**config.mk**
```make
export PLATFORM = sky130hd
export DESIGN_NAME = fft_stage_sequencer_flat
export DESIGN_NICKNAME = d
export VERILOG_FILES = /design/src/rtl/fft_stage_sequencer_if.sv /design/src/rtl/fft_stage_sequencer.sv /design/src/flat_wrapper.sv
export SDC_FILE = /design/constraint.sdc
export NUM_CORES = 1
export LEC_CHECK = 0
export BUFFER_PORTS_ARGS = -buffer_cell sky130_fd_sc_hd__buf_2
export CAP_MARGIN = 10
export CORE_MARGIN = 2
export CORE_UTILIZATION = 51
export CTS_BUF_LIST = sky130_fd_sc_hd__clkbuf_16
export CTS_CLUSTER_SIZE = 14
export DETAILED_ROUTE_END_ITERATION = 6
export PLACE_DENSITY = 0.76
export SETUP_SLACK_MARGIN = 0.1
export SYNTH_ARGS = -nofsm -noshare
export SYNTH_HDL_FRONTEND = slang
export SYNTH_SLANG_ARGS = --single-unit
```
**constraint.sdc**
```tcl
create_clock -name clk -period 3.4 [get_ports clk]
set_input_delay 0.34 -clock clk [delete_from_list [all_inputs] [get_ports clk]]
set_output_delay 0.34 -clock clk [all_outputs]
set_load 0.01 [all_outputs]
```
**src/rtl/fft_stage_sequencer_if.sv**
```systemverilog
// rtl/fft_stage_sequencer_if.sv - control/handshake bundle between FFT controller, sequencer and butterfly unit
interface fft_stage_sequencer_if #(
    parameter int LOG2N = 5
);
    logic             start;
    logic             clear;
    logic             bf_done;
    logic             bf_start;
    logic [LOG2N-1:0] addr_a;
    logic [LOG2N-1:0] addr_b;
    logic [LOG2N-2:0] tw_idx;
    logic [LOG2N-2:0] group_count;
    logic [2:0]       stage_count;
    logic             group_strobe;
    logic             stage_strobe;
    logic             busy;
    logic             fft_done;

    modport master (
        output start, clear, bf_done,
        input  bf_start, addr_a, addr_b, tw_idx, group_count, stage_count,
               group_strobe, stage_strobe, busy, fft_done
    );

    modport slave (
        input  start, clear, bf_done,
        output bf_start, addr_a, addr_b, tw_idx, group_count, stage_count,
               group_strobe, stage_strobe, busy, fft_done
    );
endinterface

```
**src/rtl/fft_stage_sequencer.sv**
```systemverilog
// rtl/fft_stage_sequencer.sv - radix-2 DIT stage/group walker driving the shared butterfly unit
module fft_stage_sequencer #(
    parameter int LOG2N = 5
) (
    input  logic              clk,
    input  logic              rst,
    fft_stage_sequencer_if.slave bus
);
    localparam int AW = LOG2N;
    localparam int GW = LOG2N - 1;
    localparam logic [GW-1:0] G_LAST = '1;
    localparam logic [2:0]    S_LAST = 3'(LOG2N - 1);

    typedef enum logic [2:0] {IDLE, ISSUE, WAIT, ADV, DONE} state_t;

    state_t        state;
    logic [GW-1:0] group_q;
    logic [2:0]    stage_q;
    logic [AW-1:0] addr_a_q, addr_b_q;
    logic [GW-1:0] tw_q;
    logic          bf_start_q, group_strobe_q, stage_strobe_q, busy_q, fft_done_q;

    logic          last_group, last_stage;
    logic [GW-1:0] group_nx;
    logic [2:0]    stage_nx;
    logic [GW-1:0] sel_g;
    logic [2:0]    sel_s;
    logic [AW-1:0] a_nx, b_nx;
    logic [GW-1:0] tw_nx;

    // Upper leg: insert a zero bit at position s of the group number.
    function automatic logic [AW-1:0] calc_a(input logic [2:0] s, input logic [GW-1:0] g);
        logic [AW-1:0] gx, pos;
        gx  = {1'b0, g};
        pos = gx & ((AW'(1) << s) - AW'(1));
        return ((gx >> s) << (s + 3'd1)) | pos;
    endfunction

    function automatic logic [GW-1:0] calc_tw(input logic [2:0] s, input logic [GW-1:0] g);
        logic [GW-1:0] pos;
        pos = g & ((GW'(1) << s) - GW'(1));
        return pos << (4'(GW) - 4'(s));
    endfunction

    assign last_group = (group_q == G_LAST);
    assign last_stage = (stage_q == S_LAST);
    assign group_nx   = group_q + GW'(1);
    assign stage_nx   = last_group ? stage_q + 3'd1 : stage_q;

    // Addresses are loaded for the group about to be issued: (0,0) from IDLE, next group from ADV.
    always_comb begin
        sel_g = '0;
        sel_s = '0;
        if (state == ADV) begin
            sel_g = group_nx;
            sel_s = stage_nx;
        end
        a_nx  = calc_a(sel_s, sel_g);
        b_nx  = a_nx + (AW'(1) << sel_s);
        tw_nx = calc_tw(sel_s, sel_g);
    end

    always_ff @(posedge clk) begin
        if (rst || bus.clear) begin
            state          <= IDLE;
            group_q        <= '0;
            stage_q        <= '0;
            addr_a_q       <= '0;
            addr_b_q       <= '0;
            tw_q           <= '0;
            bf_start_q     <= 1'b0;
            group_strobe_q <= 1'b0;
            stage_strobe_q <= 1'b0;
            busy_q         <= 1'b0;
            fft_done_q     <= 1'b0;
        end else begin
            bf_start_q     <= 1'b0;
            group_strobe_q <= 1'b0;
            stage_strobe_q <= 1'b0;
            fft_done_q     <= 1'b0;
            case (state)
                IDLE: begin
                    if (bus.start) begin
                        state      <= ISSUE;
                        bf_start_q <= 1'b1;
                        busy_q     <= 1'b1;
                        addr_a_q   <= a_nx;
                        addr_b_q   <= b_nx;
                        tw_q       <= tw_nx;
                    end
                end
                ISSUE: state <= WAIT;
                WAIT: begin
                    if (bus.bf_done) begin
                        state          <= ADV;
                        group_strobe_q <= 1'b1;
                        stage_strobe_q <= last_group;
                    end
                end
                ADV: begin
                    if (last_group && last_stage) begin
                        state      <= DONE;
                        fft_done_q <= 1'b1;
                        busy_q     <= 1'b0;
                        group_q    <= '0;
                        stage_q    <= '0;
                        addr_a_q   <= '0;
                        addr_b_q   <= '0;
                        tw_q       <= '0;
                    end else begin
                        state      <= ISSUE;
                        bf_start_q <= 1'b1;
                        group_q    <= group_nx;
                        stage_q    <= stage_nx;
                        addr_a_q   <= a_nx;
                        addr_b_q   <= b_nx;
                        tw_q       <= tw_nx;
                    end
                end
                DONE:    state <= IDLE;
                default: state <= IDLE;
            endcase
        end
    end

    assign bus.bf_start     = bf_start_q;
    assign bus.addr_a       = addr_a_q;
    assign bus.addr_b       = addr_b_q;
    assign bus.tw_idx       = tw_q;
    assign bus.group_count  = group_q;
    assign bus.stage_count  = stage_q;
    assign bus.group_strobe = group_strobe_q;
    assign bus.stage_strobe = stage_strobe_q;
    assign bus.busy         = busy_q;
    assign bus.fft_done     = fft_done_q;
endmodule

```
**src/flat_wrapper.sv**
```systemverilog
// flat-port wrapper written by rule: the top's interface ports become plain ports
module fft_stage_sequencer_flat 
#(
    parameter int LOG2N = 5
)
  (clk, rst, bus_start, bus_clear, bus_bf_done, bus_bf_start, bus_addr_a, bus_addr_b, bus_tw_idx, bus_group_count, bus_stage_count, bus_group_strobe, bus_stage_strobe, bus_busy, bus_fft_done);
  fft_stage_sequencer_if #(.LOG2N(LOG2N)) bus_i ();
  input  logic clk;
  input  logic rst;
  input wire logic [$bits(bus_i.start)-1:0] bus_start;
  input wire logic [$bits(bus_i.clear)-1:0] bus_clear;
  input wire logic [$bits(bus_i.bf_done)-1:0] bus_bf_done;
  output wire logic [$bits(bus_i.bf_start)-1:0] bus_bf_start;
  output wire logic [$bits(bus_i.addr_a)-1:0] bus_addr_a;
  output wire logic [$bits(bus_i.addr_b)-1:0] bus_addr_b;
  output wire logic [$bits(bus_i.tw_idx)-1:0] bus_tw_idx;
  output wire logic [$bits(bus_i.group_count)-1:0] bus_group_count;
  output wire logic [$bits(bus_i.stage_count)-1:0] bus_stage_count;
  output wire logic [$bits(bus_i.group_strobe)-1:0] bus_group_strobe;
  output wire logic [$bits(bus_i.stage_strobe)-1:0] bus_stage_strobe;
  output wire logic [$bits(bus_i.busy)-1:0] bus_busy;
  output wire logic [$bits(bus_i.fft_done)-1:0] bus_fft_done;
  assign bus_i.start = bus_start;
  assign bus_i.clear = bus_clear;
  assign bus_i.bf_done = bus_bf_done;
  assign bus_bf_start = bus_i.bf_start;
  assign bus_addr_a = bus_i.addr_a;
  assign bus_addr_b = bus_i.addr_b;
  assign bus_tw_idx = bus_i.tw_idx;
  assign bus_group_count = bus_i.group_count;
  assign bus_stage_count = bus_i.stage_count;
  assign bus_group_strobe = bus_i.group_strobe;
  assign bus_stage_strobe = bus_i.stage_strobe;
  assign bus_busy = bus_i.busy;
  assign bus_fft_done = bus_i.fft_done;
  fft_stage_sequencer #(.LOG2N(LOG2N)) u_core (.clk(clk), .rst(rst), .bus(bus_i));
endmodule
```
## Word level (Yosys, flattened, before mapping)

Index checks and enable logic that the tools add are counted.

| cells by class | value |
|---|---|
| shift operators | 5 |
| bitwise gates (word level) | 6 |
| equality and inequality tests | 8 |
| add/sub/neg operators | 7 |
| multiplexer cells | 26 |
| reductions and logical operators | 10 |

Operators with widths:

| kind | count |
|---|---|
| $mux 5 | 4 |
| $pmux 5 s2 | 2 |
| $mux 3 | 6 |
| $mux 4 | 4 |
| $pmux 3 s4 | 1 |
| $pmux 4 s2 | 1 |
| $add 3x1->3 const B | 2 |
| $eq 3x2->1 const B | 2 |
| $mux 1 | 6 |
| $ne 2x2->1 const B | 3 |
| $add 5x5->5 | 1 |
| $and 4x5->5 | 1 |
| $or 5x5->5 | 1 |
| $shl 1x3->5 const A | 1 |
| $shl 5x3->5 | 1 |
| $shr 4x3->5 | 1 |
| $sub 5x1->5 const B | 1 |
| $add 4x1->4 const B | 1 |
| $and 4x4->4 | 1 |
| $eq 4x4->1 const B | 1 |
| $pmux 1 s2 | 2 |
| $reduce_and 2->1 | 2 |
| $reduce_or 2->1 | 2 |
| $shl 1x3->4 const A | 1 |
| 12 further kinds | 14 |

| storage, ports and cells | value |
|---|---|
| output and inout port bits | 26 |
| register bits | 29 |

## Logic depth before layout (Yosys ltp)

| logic depth | value |
|---|---|
| word-level depth | 10 |
| mapped depth | 19 |

## Least setup slack after synthesis

No wires, ideal clock.

| path | value |
|---|---|
| path kind | register to register |
| start | reg u_core.stage_q[1], in the netlist u_core.bus.stage_count[1] |
| end | reg u_core.addr_b_q[4], in the netlist u_core.bus.addr_b[4] |
| setup slack | -0.148 ns |
| library setup time | 0.117 ns |
| arrival time | 3.431 ns |
| cell stages (with the launch flop) | 16 |
| period minus slack after synthesis | 3.548 ns |
| cell sequence | dfxtp_1 inv_1 ha_1 buf_12 and2_4 a2111oi_4 inv_1 ha_1 nand3b_1 o31ai_1 fa_1 a21o_1 a21oi_1 xor2_1 xnor2_1 a22o_1 |

| on the way | value |
|---|---|
| word-level cells in the longest chain between the ends | 10 |

Ends and longest elaborated chain:

| item | line | source |
|---|---|---|
| start, declared | fft_stage_sequencer.sv:18 | `logic [2:0] stage_q;` |
| start signal, assigned | fft_stage_sequencer.sv:114 | `stage_q <= stage_nx;` |
| $add 3x1->3 | fft_stage_sequencer.sv:48 | `assign stage_nx = last_group ? stage_q + 3'd1 : stage_q;` |
| $mux 3 | fft_stage_sequencer.sv:48 |  |
| $mux 3 | fft_stage_sequencer.sv:54 | `if (state == ADV) begin` |
| $shl 1x3->5 | fft_stage_sequencer.sv:35, fft_stage_sequencer.sv:59 |  |
| $sub 5x1->5 | fft_stage_sequencer.sv:35 | `pos = gx & ((AW'(1) << s) - AW'(1));` |
| $and 4x5->5 | fft_stage_sequencer.sv:35 |  |
| $or 5x5->5 | fft_stage_sequencer.sv:36 | `return ((gx >> s) << (s + 3'd1)) \| pos;` |
| $add 5x5->5 | fft_stage_sequencer.sv:59 | `b_nx = a_nx + (AW'(1) << sel_s);` |
| $mux 5 (on tied branches) | fft_stage_sequencer.sv:101, fft_stage_sequencer.sv:83 |  |
| $pmux 5 s2 (*) | fft_stage_sequencer.sv:81 | `case (state)` |
| end signal, assigned | fft_stage_sequencer.sv:88 | `addr_b_q <= b_nx;` |
| end signal, assigned | fft_stage_sequencer.sv:116 | `addr_b_q <= b_nx;` |
| end, declared | fft_stage_sequencer.sv:19 | `logic [AW-1:0] addr_a_q, addr_b_q;` |

Mark *: on every way between the ends. The rest lies on a longest branch, timed or not. The select of a mux whose other input is x is not followed.
A chain may end at the register's enable or synchronous reset.

## Worst setup path in the final report

| path | value |
|---|---|
| start | reg u_core.group_q[1], in the netlist u_core.bus.group_count[1] |
| end | reg u_core.addr_b_q[4], in the netlist u_core.bus.addr_b[4] |

| on the way | value |
|---|---|
| word-level cells in the longest chain between the ends | 10 |

Ends and longest elaborated chain:

| item | line | source |
|---|---|---|
| start, declared | fft_stage_sequencer.sv:17 | `logic [GW-1:0] group_q;` |
| start signal, assigned | fft_stage_sequencer.sv:113 | `group_q <= group_nx;` |
| branches (longest 9 deep; another with $add 5x5->5) | - |  |
| $pmux 5 s2 (*) | fft_stage_sequencer.sv:81 |  |

Mark *: on every way between the ends. The select of a mux whose other input is x is not followed.

==> summary.txt <==
Outcome
  • Run status: complete, no violations

Yosys
  • Most used standard cell by instance count after synthesis: dfxtp_1
  • Post-synth top flop: dfxtp_1
  • Syn_nets: 227
  • Post-synth cell types: 56
  • Synth Instances: 210
  • Sequential fraction of the synthesis area: 30.9%
  • Seq cells post-synth: 29
  • Largest cells by area after synthesis: dfxtp_1 31%, ha_1 7.3%, nor2_1 5.0%, a22oi_1 3.6%, xnor2_1 3.3%
  • Synth top area share: 30.9%
  • Post-Syn Area: 1880 µm²
  • Post-synth EDFFs: 0
  • Synth async-reset ratio: 0%
  • Area leader, netlist: dfxtp_1
  • Synth Warn #: 0
  • Post-synth top cells: 29 x dfxtp_1, 25 x nor2_1, 15 x nand2_1, 12 x a21oi_1, 11 x ha_1
  • Synthesized area per cell: 8.94 µm²

Drt
  • DR pass1 iterations: 4
  • Routed Wire Length: 5050 µm
  • Starting DRT DRC Count: 153
  • Remaining DRCs: 0
  • Wire per inst: 16.4 µm
  • Via Count: 1807
  • Final ANT Viol Nets: 0
  • Number of vias per cell: 5.87

Floorplan
  • Initial core utilization: 52.1%
  • IO Pins: 31
  • Chip width: 64.7 µm
  • Number of core rows: 22
  • CORE AREA: 3610 µm²
  • Die area: 4180 µm²
  • Die span in y: 64.7 µm

Placement
  • GPL Wtd Cong: 0.949
  • Port-buffer cells: 30
  • HPWL after detailed placement: 3540 µm
  • Post-Place Cells: 293

Min path
  • WHS Path Cells: 3
  • Hold Path Class: input port to flop

Clock tree
  • Clock slew at reported path FFs: 0.05 ns
  • CTS tree: yes
  • Root buffer cell: clkbuf_16
  • Sink Count: 29
  • Total CTS buffers: 5
  • Clk_lat worst skew: 0.28 ns
  • Hold-fix buffers, CTS: 0
  • H-tree lvl count: 2
  • Clock Tree Buf Depth: 2

Timing
  • F_max: 317 MHz
  • Fin. Hold Viols: 0
  • Worst-margin pin slew: 0.490 ns
  • Max_slew headroom: 67.1%
  • RSZ-0062 raised after global routing: no
  • Final setup vio count: 0
  • Skew final: 0.00270 ns
  • Final worst path period share: 92.8%
  • Slew Viols, Final: 0
  • Setup_tns: 0 ns
  • Post-layout min period: 3.15 ns

Critical path
  • Critical Path End Type: flop
  • Worst setup SP type: flop
  • R2R cell count: 17
  • Data required time of the worst path: 3.57 ns
  • CP max-delay cell: dfxtp_4
  • Critical path class: flop to flop
  • Largest stage delay, worst path: 0.37 ns
  • Worst-path cell chain: ha_4, and3_4, nor3_2, a31oi_1, nor2_1, ha_4, nand2_2, nor2b_1, nand4_1, nand2_2, ha_4, fa_2, a21o_1, a21oi_2, xor2_1, xnor2_1, a22o_1
  • Most frequent CP cell: ha_4
  • Max FO, Critical Path: 7
  • Worst EP arrival: 3.32 ns

Cells and area
  • Antenna cells: 0
  • Post-route insts no fill: 308
  • Nets: 276
  • Layout cell share with drive strength beyond 1: 39.6%
  • Area growth, synth to finish: 32.5%

Global routing
  • Antenna violations before repair: 0
  • Vias in the first global route: 1609
  • First-pass GRT wire length: 8090 µm
  • Remaining Overflow, GRT: 0
  • GRT Total Usage: 25.3%
  • Largest net degree at the start of global routing: 23

Job
  • Max Cap Viol: 0

Power and ir drop
  • VDD IR-drop max: 243 µV
  • PD cells: 344 nW/µm²
  • Pleak: 1.08 nW
  • Total design power: 0.857 mW
==> cell usage in the layout (no fill, tap or decap), types with 3 or more instances in the layout <==
| cell | Yosys | final |
|---|---|---|
| clkbuf_16 | 0 | 5 |
| dfxtp_4 | 0 | 3 |
| ha_1 | 11 | 4 |
| a31oi_1 | 3 | 3 |
| nor2_1 | 25 | 25 |
| or3_1 | 3 | 3 |
| xnor2_2 | 1 | 3 |
| a21oi_1 | 12 | 11 |
| ha_4 | 0 | 7 |
| o21ai_0 | 5 | 5 |
| nor3_1 | 6 | 4 |
| inv_1 | 6 | 4 |
| dfxtp_2 | 0 | 3 |
| buf_2 | 0 | 30 |
| a22oi_1 | 9 | 9 |
| xor2_1 | 6 | 6 |
| dfxtp_1 | 29 | 23 |
| xnor2_1 | 7 | 5 |
| nand3_1 | 6 | 5 |
| buf_4 | 3 | 23 |
| a22o_1 | 6 | 6 |
| nand2_2 | 1 | 6 |
| nand2_1 | 15 | 10 |
==> layout make-up <==
cell class	instances	area (µm²)
Sequential cell	29	596
Inverter	6	26.3
Clock buffer	5	125
Clock inverter	3	37.5
Timing Repair Buffer	54	343
Fill cell	282	1120
Tap cell	48	60.1
Multi-Input combinational cell	163	1300
==> final timing paths <==
kind | start | endpoint | slack (ns)
worst max register to register | u_core.bus.group_count[1] | u_core.bus.addr_b[4] | 0.25
worst min-delay path | bus_bf_done | u_core.bus.group_strobe | 0.34
worst min register to register | u_core.bus.tw_idx[3] | u_core.bus.tw_idx[3] | 0.46
worst max-delay path | u_core.bus.group_count[1] | u_core.bus.addr_b[4] | 0.25
==> repair_timing <==
item / CTS / global route
gates resized for setup: 4 / 24
setup buffers: 0 / 7
setup endpoints to repair: 2 / 2
pin swaps: 0 / 7
==> critical path, delay by kind of cell, from the launching register on <==
kind	cells	cell delay (ns)
compound gates	4	0.70
xor+xnor	2	0.26
fa+ha+maj	4	0.93
flops	1	0.37
simple gates	7	0.78
==> flip-flops by register name (all words and copies together) (netlist names) <==
signal / count
u_core.bus.addr_a: 5
u_core.bus.addr_b: 5
u_core.bus.bf_start: 1
u_core.bus.busy: 1
u_core.bus.fft_done: 1
u_core.bus.group_count: 4
u_core.bus.group_strobe: 1
u_core.bus.stage_count: 3
u_core.bus.stage_strobe: 1
u_core.bus.tw_idx: 4
u_core.state: 3
==> metal layers <==
layer | share of wire, % | track usage [%] | wire (µm) | vias to the layer above
met5 | 0 | 0 | 0 | -
met4 | 1.1 | 8.51 | 53 | 0
met3 | 8.3 | 7.64 | 421 | 8
met2 | 46 | 38.4 | 2330 | 81
met1 | 44 | 34.2 | 2240 | 855
li1 | - | - | - | 863
==> through the flow <==
step | setup WS, ns | hold slack [ns] | cell area (µm²) | util, %
3_5_place_dp | 0.0330 | 0.455 | 2120 | 58.9
2_1_floorplan | 0.121 | 0.498 | 1900 | -
6_report | 0.246 | 0.344 | 2490 | 69.0
3_3_place_gp | 0.0920 | 0.447 | 2120 | 58.9
5_1_grt | 0.0356 | 0.373 | 2490 | 69.0
4_1_cts | 0.0707 | 0.339 | 2300 | 63.9
==> cells by family (layout without fill, tap and decap cells) <==
family | Yosys count | after routing | share of synthesized area, %
and+or+nand+nor | 79 | 79 | 21.7
xor gates and xnor gates | 14 | 14 | 6.93
DFF | 29 | 29 | 30.9
adders and majority gates | 12 | 12 | 8.39
buffers and inverters | 18 | 68 | 7.33
AOI/OAI and AO/OA | 57 | 57 | 24.2
muxes | 1 | 1 | 0.533
==> report_power, final <==
group          internal, mW  switching (mW)
logic               0.00996          0.0163
clock network         0.339           0.149
registers             0.341         0.00204
total                 0.690           0.167
Power figures use the tool's default switching activity.
